===== config.mk =====
export PLATFORM = sky130hd
export DESIGN_NAME = kronos_fetch
export DESIGN_NICKNAME = d
export VERILOG_FILES = /design/src/rtl/kronos_types.sv /design/src/rtl/kronos_fetch_fifo.sv /design/src/rtl/kronos_fetch.sv
export SDC_FILE = /design/constraint.sdc
export NUM_CORES = 1
export LEC_CHECK = 0
export CAP_MARGIN = 5
export CELL_PAD_IN_SITES_DETAIL_PLACEMENT = 1
export CELL_PAD_IN_SITES_GLOBAL_PLACEMENT = 1
export CORE_MARGIN = 10
export CORE_UTILIZATION = 45
export DETAILED_ROUTE_END_ITERATION = 6
export GPL_TIMING_DRIVEN = 1
export HOLD_SLACK_MARGIN = 0.1
export PLACE_DENSITY_LB_ADDON = 0.1
export SLEW_MARGIN = 20
export SYNTH_ARGS = -nofsm -noshare
export SYNTH_HDL_FRONTEND = slang
export SYNTH_SLANG_ARGS = --single-unit

===== constraint.sdc =====
create_clock -name clk -period 4.4 [get_ports clk]
set_input_delay 0.44 -clock clk [delete_from_list [all_inputs] [get_ports clk]]
set_output_delay 0.44 -clock clk [all_outputs]
set_load 0.02 [all_outputs]

===== src/rtl/kronos_types.sv =====
// Shared types for the Kronos front end: the IF->ID pipeline word, the
// PC increment constant and the fetch-unit state encoding.
package kronos_types;

    // Instruction handed from IF to ID: the fetch PC and the raw instruction word.
    typedef struct packed {
        logic [31:0] pc;
        logic [31:0] ir;
    } pipeIFID_t;

    // Sequential PC step; 32-bit addition wraps 32'hFFFF_FFFC to 32'h0.
    localparam logic [31:0] FOUR = 32'd4;

    // FETCH: normal sequential fetch.
    // DRAIN: a redirect arrived while a bus request was in flight. The request
    //        is completed and its data thrown away before the target is fetched.
    typedef enum logic {
        FETCH = 1'b0,
        DRAIN = 1'b1
    } fetch_state_t;

endpackage


===== src/rtl/kronos_fetch_fifo.sv =====
// Two-entry response buffer between the instruction bus and ID.
// Flush empties the buffer and takes priority over push and pop in the same
// cycle. Push and pop together leave the occupancy unchanged.
module kronos_fetch_fifo
    import kronos_types::*;
(
    input  logic      clk,
    input  logic      rstz,
    input  logic      push,
    input  logic      pop,
    input  logic      flush,
    input  pipeIFID_t din,
    output pipeIFID_t dout,
    output logic      full,
    output logic      empty
);

    pipeIFID_t  mem [2];
    logic       wr_ptr;
    logic       rd_ptr;
    logic [1:0] count;
    logic       do_push;
    logic       do_pop;

    assign full    = (count == 2'd2);
    assign empty   = (count == 2'd0);
    assign dout    = mem[rd_ptr];
    // The fetch unit never pushes into a full buffer or pops an empty one.
    // The gating only keeps the pointers consistent if that promise were broken.
    assign do_push = push & ~full;
    assign do_pop  = pop & ~empty;

    // Storage, pointers and occupancy. The entries are cleared by reset so
    // that fetch reads back as zero while reset is held.
    always_ff @(posedge clk or negedge rstz) begin
        if (!rstz) begin
            mem[0] <= '0;
            mem[1] <= '0;
            wr_ptr <= 1'b0;
            rd_ptr <= 1'b0;
            count  <= 2'd0;
        end else if (flush) begin
            wr_ptr <= 1'b0;
            rd_ptr <= 1'b0;
            count  <= 2'd0;
        end else begin
            if (do_push) begin
                mem[wr_ptr] <= din;
                wr_ptr      <= ~wr_ptr;
            end
            if (do_pop) begin
                rd_ptr <= ~rd_ptr;
            end
            count <= count + {1'b0, do_push} - {1'b0, do_pop};
        end
    end

endmodule


===== src/rtl/kronos_fetch.sv =====
// Kronos instruction fetch stage.
// It issues word-aligned requests on a single-outstanding instruction bus and
// buffers the responses in a two-entry FIFO toward ID. It also handles branch
// redirects from EX. A request in flight is never abandoned: a redirect that
// arrives while waiting for an ack moves the unit to DRAIN, where it completes
// the bus cycle, drops the returned word and then resumes at the latest target.
module kronos_fetch
    import kronos_types::*;
#(
    parameter logic [31:0] BOOT_ADDR = 32'h0
) (
    input  logic        clk,
    input  logic        rstz,
    output logic [31:0] instr_addr,
    output logic        instr_req,
    input  logic [31:0] instr_data,
    input  logic        instr_ack,
    input  logic        branch,
    input  logic [31:0] branch_target,
    output pipeIFID_t   fetch,
    output logic        fetch_vld,
    input  logic        fetch_rdy
);

    fetch_state_t state;
    fetch_state_t state_nxt;
    logic [31:0]  pc;
    logic [31:0]  pc_nxt;
    logic [31:0]  target;
    logic [31:0]  target_nxt;
    logic         pending;
    logic         pending_nxt;
    logic         ack_ok;
    logic         push;
    logic         pop;
    logic         flush;
    logic         fifo_full;
    logic         fifo_empty;
    logic [1:0]   occ;
    logic [1:0]   occ_nxt;
    pipeIFID_t    fifo_din;

    // Instruction addresses are always word aligned. The low two bits of any
    // incoming address are cleared.
    function automatic logic [31:0] word_align(input logic [31:0] addr);
        return addr & ~32'd3;
    endfunction

    // The request is held in a register, so req and addr stay stable for the
    // whole bus cycle. An ack only counts while a request is actually open.
    // This covers an ack that shows up after reset dropped the request.
    assign instr_req  = pending;
    assign instr_addr = pc;
    assign ack_ok     = pending & instr_ack;

    assign fetch_vld  = ~fifo_empty;
    assign pop        = fetch_vld & fetch_rdy;
    assign fifo_din   = '{pc: pc, ir: instr_data};

    // Current occupancy reconstructed from the FIFO status flags.
    assign occ        = {fifo_full, ~fifo_full & ~fifo_empty};

    // Next-state, next-PC and FIFO control for the two-state fetch FSM.
    always_comb begin
        state_nxt   = state;
        pc_nxt      = pc;
        target_nxt  = target;
        pending_nxt = pending;
        push        = 1'b0;
        flush       = branch;
        occ_nxt     = 2'd0;

        case (state)
            FETCH: begin
                if (branch) begin
                    if (!pending || ack_ok) begin
                        // Nothing left in flight: redirect at once. Any data
                        // acked this cycle belongs to the wrong path.
                        pc_nxt = word_align(branch_target);
                    end else begin
                        state_nxt  = DRAIN;
                        target_nxt = word_align(branch_target);
                    end
                end else if (ack_ok) begin
                    push   = 1'b1;
                    pc_nxt = pc + FOUR;
                end
            end
            DRAIN: begin
                if (ack_ok) begin
                    // The drained word is dropped. A redirect in this same
                    // cycle is newer than the stored target.
                    state_nxt = FETCH;
                    pc_nxt    = branch ? word_align(branch_target) : target;
                end else if (branch) begin
                    target_nxt = word_align(branch_target);
                end
            end
            default: begin
                state_nxt = FETCH;
            end
        endcase

        if (flush) begin
            occ_nxt = 2'd0;
        end else begin
            occ_nxt = occ + {1'b0, push} - {1'b0, pop};
        end

        // An open request stays open until it is acked. A new request starts
        // only if its response is sure to find room in the buffer.
        if (pending && !ack_ok) begin
            pending_nxt = 1'b1;
        end else begin
            pending_nxt = (occ_nxt < 2'd2);
        end
    end

    // FSM state, PC, stored redirect target and request-open flag.
    always_ff @(posedge clk or negedge rstz) begin
        if (!rstz) begin
            state   <= FETCH;
            pc      <= word_align(BOOT_ADDR);
            target  <= 32'h0;
            pending <= 1'b0;
        end else begin
            state   <= state_nxt;
            pc      <= pc_nxt;
            target  <= target_nxt;
            pending <= pending_nxt;
        end
    end

    kronos_fetch_fifo u_fifo (
        .clk   (clk),
        .rstz  (rstz),
        .push  (push),
        .pop   (pop),
        .flush (flush),
        .din   (fifo_din),
        .dout  (fetch),
        .full  (fifo_full),
        .empty (fifo_empty)
    );

endmodule


Yosys cells after proc, flatten, opt, wreduce, memory -nomap -nowiden. Cells that the tools add are included.

Output and inout bits: 98. Bits in read-only memories: 0. Bits in registers: 198. Logic and storage cells: 81. Bits in latches: 0. Bits in writable memories: 0. Memories kept: 0.

Shift-type cells: 0. $lt $le $gt $ge: 4. Add/subtract/negate cells: 5. Mux-type cells: 30. Equal/unequal tests: 7. Reduce and logical (&&, ||, !) cells: 11. Multipliers: 0. Bitwise logic cells: 13. Div/mod/pow operators: 0.

Operators with widths (count): $mux 32 (8); $mux 64 (4); $bwmux 128 (1); $pmux 32 s2 (2); $demux 64 s1 (1); $add 32x3->32 const B (1); $mux 1 (11); $ne 2x2->1 const B (3); $ne 3x3->1 const B (2); $not 1->1 (6); $reduce_and 3->1 (2); $and 1x1->1 (5); $add 2x1->2 (2); $ge 2x2->1 const B (2); $mux 2 (2); $not 1->2 (2); $reduce_bool 2->1 (2); $sub 2x1->2 (2); $eq 2x2->1 const B (1); $logic_and 1x1->1 (2); $logic_not 1->1 (2); $logic_not 2->1 (1); $lt 2x1->1 const B (1); $lt 2x2->1 const B (1); 4 further kinds (4).

Depth between registers and ports, before layout.
Depth after elaboration: 9. Depth in mapped cells: 8.

Modules after synthesis. A second synthesis with hierarchy kept.

Cell total of the unflattened synthesis: 740. Area, all modules: 9360.2 um^2.

Modules (own cells, without submodules): kronos_fetch_fifo (area each 5743.0 um^2, seq. area each 3303.2 um^2, times used 1, cells each 365); kronos_fetch (area each 3617.2 um^2, seq. area each 1651.6 um^2, times used 1, cells each 375).

Worst setup path after synthesis. No wires, ideal clock.

Kind: register to register. Start point: register pc[2], in the netlist instr_addr[2]. End point: register pc[22], in the netlist instr_addr[22]. Setup time: 0.142 ns. Stages on the path, launching flop included: 6. Data arrival time: 1.984 ns. Buffers on the path: 0. Path slack: 2.274 ns. Required time: 4.258 ns. Cell sequence: dfrtp_1 ha_1 nand3_1 or4_1 o311ai_0 o211ai_1.

Word-level cells in the longest chain between the ends: 4.

Ends and longest elaborated chain: from (decl) (RTL line kronos_fetch.sv:27) `logic [31:0] pc;`; from (signal assigned) (RTL line kronos_fetch.sv:123) `pc <= word_align(BOOT_ADDR);`; from (signal assigned) (RTL line kronos_fetch.sv:128) `pc <= pc_nxt;`; $add 32x3->32 (RTL line kronos_fetch.sv:86) `pc_nxt = pc + FOUR;`; $mux 32 (RTL line kronos_fetch.sv:84) `end else if (ack_ok) begin`; $mux 32 (RTL line kronos_fetch.sv:75) `if (branch) begin`; $pmux 32 s2 (RTL line kronos_fetch.sv:73) `case (state)`.

No other way between the ends. The select of a mux whose other input is x is not followed. A chain may end at the register's enable or synchronous reset.

==> impl_metrics.py <==
metrics = {
    "run_status": {
        "status": "finished clean",
    },
    "synth": {
        "syn_area_sq_mm": 0.00974,
        "syn_inst": 765,
        "synth_cell_types": 58,
        "synth-seq-area-share_pct": 50.9,
        "async_flop_share_pct": 100,
        "ys_seq_elements": 198,
        "syn_nets": 838,
        "synth-edff-count": 0,
        "synth_ff_type": "dfrtp_1",
        "synth_warnings": 0,
        "postSynthAreaPerCell_sq_um": 12.7,
    },
    "timing": {
        "period_share_pct": 68.4,
        "setup_viol": 0,
        "rsz0062_at_grt": "no",
        "tightestPinTransition_ns": 1.06,
        "fmax_ghz": 0.332,
        "slew_headroom_pct": 29.6,
        "fin_ws_ns": 1.39,
        "skew_ns": 0.0165,
        "min_period_ns": 3.01,
        "final_hold_viol_count": 0,
        "fin_setup_tns_ns": 0,
        "finalMaxSlewViolations": 0,
    },
    "global_route": {
        "grt.overflow.total": 0,
        "grt_max_degree": 129,
        "grt_pass1_wl_microns": 43800,
        "grt_antenna_before_repair": 0,
        "grt_usage_pct": 19.1,
        "grt_pass1_vias": 7533,
    },
    "worst_setup_path": {
        "critPathMaxFanout": 37,
        "path_buf_inv": 2,
        "path_class": "register to primary output",
        "path_delay_family": "flip-flops",
        "crit_chain": "buf_12 -> mux2_2 -> clkdlybuf4s50_1",
        "required_ns": 3.96,
        "endpoint_kind": "primary output",
        "critPathArrivalTime_ns": 2.57,
        "r2r_slack_ns": 1.74,
        "crit_path_max_incr_delay_ns": 0.88,
        "crit_slowest_cell": "dfrtp_2",
        "start_kind": "register",
    },
    "clock_tree": {
        "clkLatencyLatePin_ns": 0.44,
        "cts_buffers": 17,
        "htree_levels": 4,
        "cts_setup_buffers": 0,
        "clockRootBuffer": "clkbuf_16",
        "cts-resized-gates": 0,
        "cts_sinks": 198,
        "clk_pin_slew_ns": 0.08,
        "clock_path_buffers": 2,
        "cts_tree": "built",
        "cts_hold_buf": 0,
    },
    "finish": {
        "drive_above_1_share_pct": 30.7,
        "fin_nets": 975,
        "insertedDiodeCount": 0,
        "syn2layout_area_growth_pct": 24.7,
        "final_common_cell": "dfrtp_1",
        "layout_common_cells": "197 x dfrtp_1, 171 x mux2_2, 163 x clkdlybuf4s50_1, 50 x mux2_4, 35 x nand2_1",
    },
    "detailed_routing": {
        "route.detailed.drc": 0,
        "drt_iter0_drc": 479,
        "wl_met2_microns": 13300,
        "routedWlPerCell_microns": 22.7,
        "wl_met3_microns": 1410,
        "routed_wl_microns": 27100,
        "via_per_inst": 5.78,
        "top_layer": "met4",
        "drt-met1-wl_microns": 12100,
        "vias": 6884,
        "ant_nets": 0,
        "drtPass1Iterations": 5,
    },
    "power": {
        "power_mw": 9.09,
        "p_per_area_mw_per_mm2": 749,
        "p_leak_nw": 5.14,
        "vdd_drop_max_mv": 0.272,
    },
    "floorplanning": {
        "die-area_sq_mm": 0.0279,
        "row_count": 53,
        "coreArea_sq_mm": 0.0212,
        "die_w_microns": 167,
        "start_util_pct": 46.0,
        "fp.dieH_microns": 167,
        "io_pins": 167,
    },
    "hold_path": {
        "min_path_type": "input pin to asynchronous set/reset pin",
    },
    "flow_run": {
        "max_cap_violations": 0,
    },
    "placement": {
        "globalplace.congestion": 0.897,
        "numPortBuffers": 164,
        "hpwlAfterDp_microns": 18700,
        "place_ws_ns": 1.27,
    },
}
-- per-stage QoR --
| stage | instances | area (sq um) | hold WS [ns] | util (%) |
|---|---|---|---|---|
| finish | 1190 | 12100 | 0.112 | 57.4 |
| detailed placement | 1158 | 11600 | 0.483 | 54.7 |
| CTS | 1190 | 12100 | 0.233 | 57.4 |
| global placement | 1158 | 11600 | 0.465 | 54.7 |
| global route | 1190 | 12100 | 0.187 | 57.4 |
| floorplan | 765 | 9740 | 0.144 | - |
-- cell type report --
type	instances	area (sq um)
clock buffer	17	425
clock inverter	15	133
fill	2092	9010
inverter	10	37.5
multi-input combinational	499	4470
sequential	198	4960
tap	275	344
timing repair buffer	176	1770
-- kinds of logic (layout without fill, tap and decap cells) --
family | count (synthesis) | count (layout) | synth area share, %
AO/OA/AOI/OAI | 110 | 110 | 8.11
flip-flops | 198 | 198 | 50.9
multiplexers | 225 | 225 | 27.9
XOR/XNOR | 5 | 5 | 0.450
AND/OR/NAND/NOR | 155 | 155 | 8.74
adder cells (fa/ha/maj) | 4 | 4 | 0.514
buffers and inverters | 68 | 218 | 3.40
-- registers in the layout (all words and copies together) (netlist names) --
name / flops
u_fifo.count: 2
instr_req: 1
instr_addr: 32
u_fifo.rd_ptr: 1
target: 32
u_fifo.mem: 128
state: 1
u_fifo.wr_ptr: 1
-- routing by layer --
metal | track usage [%] | vias to the layer above
li1 | - | 3112
met1 | 25.0 | 3556
met2 | 31.6 | 198
met3 | 4.14 | 18
met4 | 4.54 | 0
met5 | 0 | -
-- report_power, final --
group	internal (mW)	switching, mW	leakage [nW]	total (mW)
Combinational	2.26	1.92	2.42	4.17
Clock	0.749	0.753	0.280	1.50
Sequential	2.62	0.789	2.44	3.41
Total	5.63	3.46	5.14	9.09
-- worst paths after layout --
kind / depth (start not counted) / startpoint / to
min: 1 / rstz / u_fifo.mem[72]
max reg2reg: 5 / state / instr_addr[14]
min in group clk: 1 / u_fifo.mem[104] / u_fifo.mem[104]
min reg2reg: 1 / u_fifo.mem[104] / u_fifo.mem[104]
max: 3 / u_fifo.rd_ptr / fetch[42]
max in group asynchronous: 2 / rstz / instr_addr[20]
-- synth_stat cells (6+ instances only) --
library cell | number | area (sq um)
buf_2 | 12 | 60.1
nor2_1 | 26 | 97.6
mux2_4 | 50 | 751
nand4_1 | 19 | 119
or4_1 | 7 | 52.6
nor3_1 | 6 | 30.0
a22o_1 | 14 | 123
clkbuf_1 | 35 | 131
nand2_1 | 36 | 135
nor4_1 | 11 | 68.8
a21oi_1 | 14 | 70.1
o211ai_1 | 11 | 82.6
nor2b_1 | 7 | 43.8
o21ai_0 | 22 | 110
inv_1 | 10 | 37.5
a22oi_1 | 10 | 75.1
nand3_1 | 17 | 85.1
dfrtp_1 | 198 | 4950
mux2_2 | 171 | 1930
buf_6 | 8 | 90.1
(Power assumes the default switching activity.)
==> variant (same settings) <==
Make the reset (`rstz`) synchronous in 2 clocked blocks.
--- a/src/rtl/kronos_fetch_fifo.sv
+++ b/src/rtl/kronos_fetch_fifo.sv
@@ -34,3 +34,3 @@
     // that fetch reads back as zero while reset is held.
-    always_ff @(posedge clk or negedge rstz) begin
+    always_ff @(posedge clk) begin
         if (!rstz) begin
--- a/src/rtl/kronos_fetch.sv
+++ b/src/rtl/kronos_fetch.sv
@@ -119,3 +119,3 @@
     // FSM state, PC, stored redirect target and request-open flag.
-    always_ff @(posedge clk or negedge rstz) begin
+    always_ff @(posedge clk) begin
         if (!rstz) begin
Function: differs if rstz is asserted again (counterexample within 4 cycles, from zero or initial values and one cycle with rstz low); with rstz held inactive, the same outputs for 4 cycles.
==> variant against the unedited design <==
Design area decreased by 3.1%; area after synthesis decreased by 4.7%; critical path type unchanged; die area decreased by 4.1%; setup slack got worse by 110 ps; first-iteration DRC count decreased by 31%; wire length decreased by 5.6%; largest cell class unchanged; final cell count increased by 7.1%; sequential cell count increased by 1.
Power is not compared: it rests on default switching activity, and its combinational part moved more than twofold at a synthesized area within 25%.
==> variant: results (changes against the unedited design) <==
- Min-delay worst type: flip-flop to flip-flop (was input port to asynchronous set/reset pin)
- Layout area overhead: 26.82% (was 24.67%)
- Main area contributors after synthesis: edfxtp_1 (41%), dfxtp_1 (15%), and2_1 (8.6%) (was dfrtp_1 (51%), mux2_2 (20%), mux2_4 (7.7%))
- Cells after synthesis: 853 (was 765)
- Syn_nets: 926 (was 838)
- Vias in the first global route: 7241 (was 7533)
- Skew final: 16.34 ps (was 16.52 ps)
- Relative slew slack: 38.56% (was 29.56%)
- Placed wire-length estimate: 17000 um (was 18700 um)
- Iteration-0 DRC count of the detailed router: 331 (was 479)
- Async S/R FF share, synth: 0% (was 100.0%)
- Worst R2R End: u_fifo.mem[0][36] (was instr_addr[14])
- Worst EP arrival: 2680 ps (was 2570 ps)
- Worst R2R Setup Slack: 1910 ps (was 1740 ps)
- Placed cell area: 11180 um^2 (was 11580 um^2)
- Pin count of the biggest net entering global routing: 65 (was 129)
- Total GRT Usage: 18.98% (was 19.11%)
- Post-synth EDFFs: 128 (was 0)
- Final wirelength: 25540 um (was 27050 um)
- Fill count: 2197 (was 2092)
- Top fanout value on the critical path: 48 (was 37)
- Most frequent cells after synthesis: edfxtp_1 (128), and2_1 (127), nand2_1 (120) (was dfrtp_1 (198), mux2_2 (171), mux2_4 (50))
- Global-route wire length before repair: 40100 um (was 43840 um)
- Status: finished clean (unchanged)
- Ys flop type: edfxtp_1 (was dfrtp_1)
- Register area share after synthesis: 56.73% (was 50.88%)
==> variant: cell types whose count changed after synthesis, moves of 71 or more <==
cell,delta
dfrtp_1,-198
dfxtp_1,+71
edfxtp_1,+128
nand2_1,+84
and2_1,+124
mux2_2,-106
==> variant: logic make-up after synthesis <==
family / synth area share [%]
xor+xnor: 0.4719
simple gates: 20.55
flops: 56.73
fa+ha+maj: 0.5393
mux: 8.319
buf+inv: 2.953
compound gates: 10.44
==> variant: area by class of cell <==
type	count	area share, %
clock inverter	14	1.361
tap	270	2.871
sequential	199	44.75
clock buffer	18	3.647
timing repair buffer	180	15.08
multi-input combinational	586	32.04
inverter	8	0.2552
==> variant: worst max-delay path, delay by kind of cell, from the launching register on <==
family,cells,cell delay (ps)
buf+inv,2,1210
mux,1,410
flops,1,600
==> variant: layer usage <==
metal	track usage (%)	routed length [um]
met5	0	0
met4	4.184	203
met2	31.18	12340
met1	24.95	11680
met3	4.455	1316
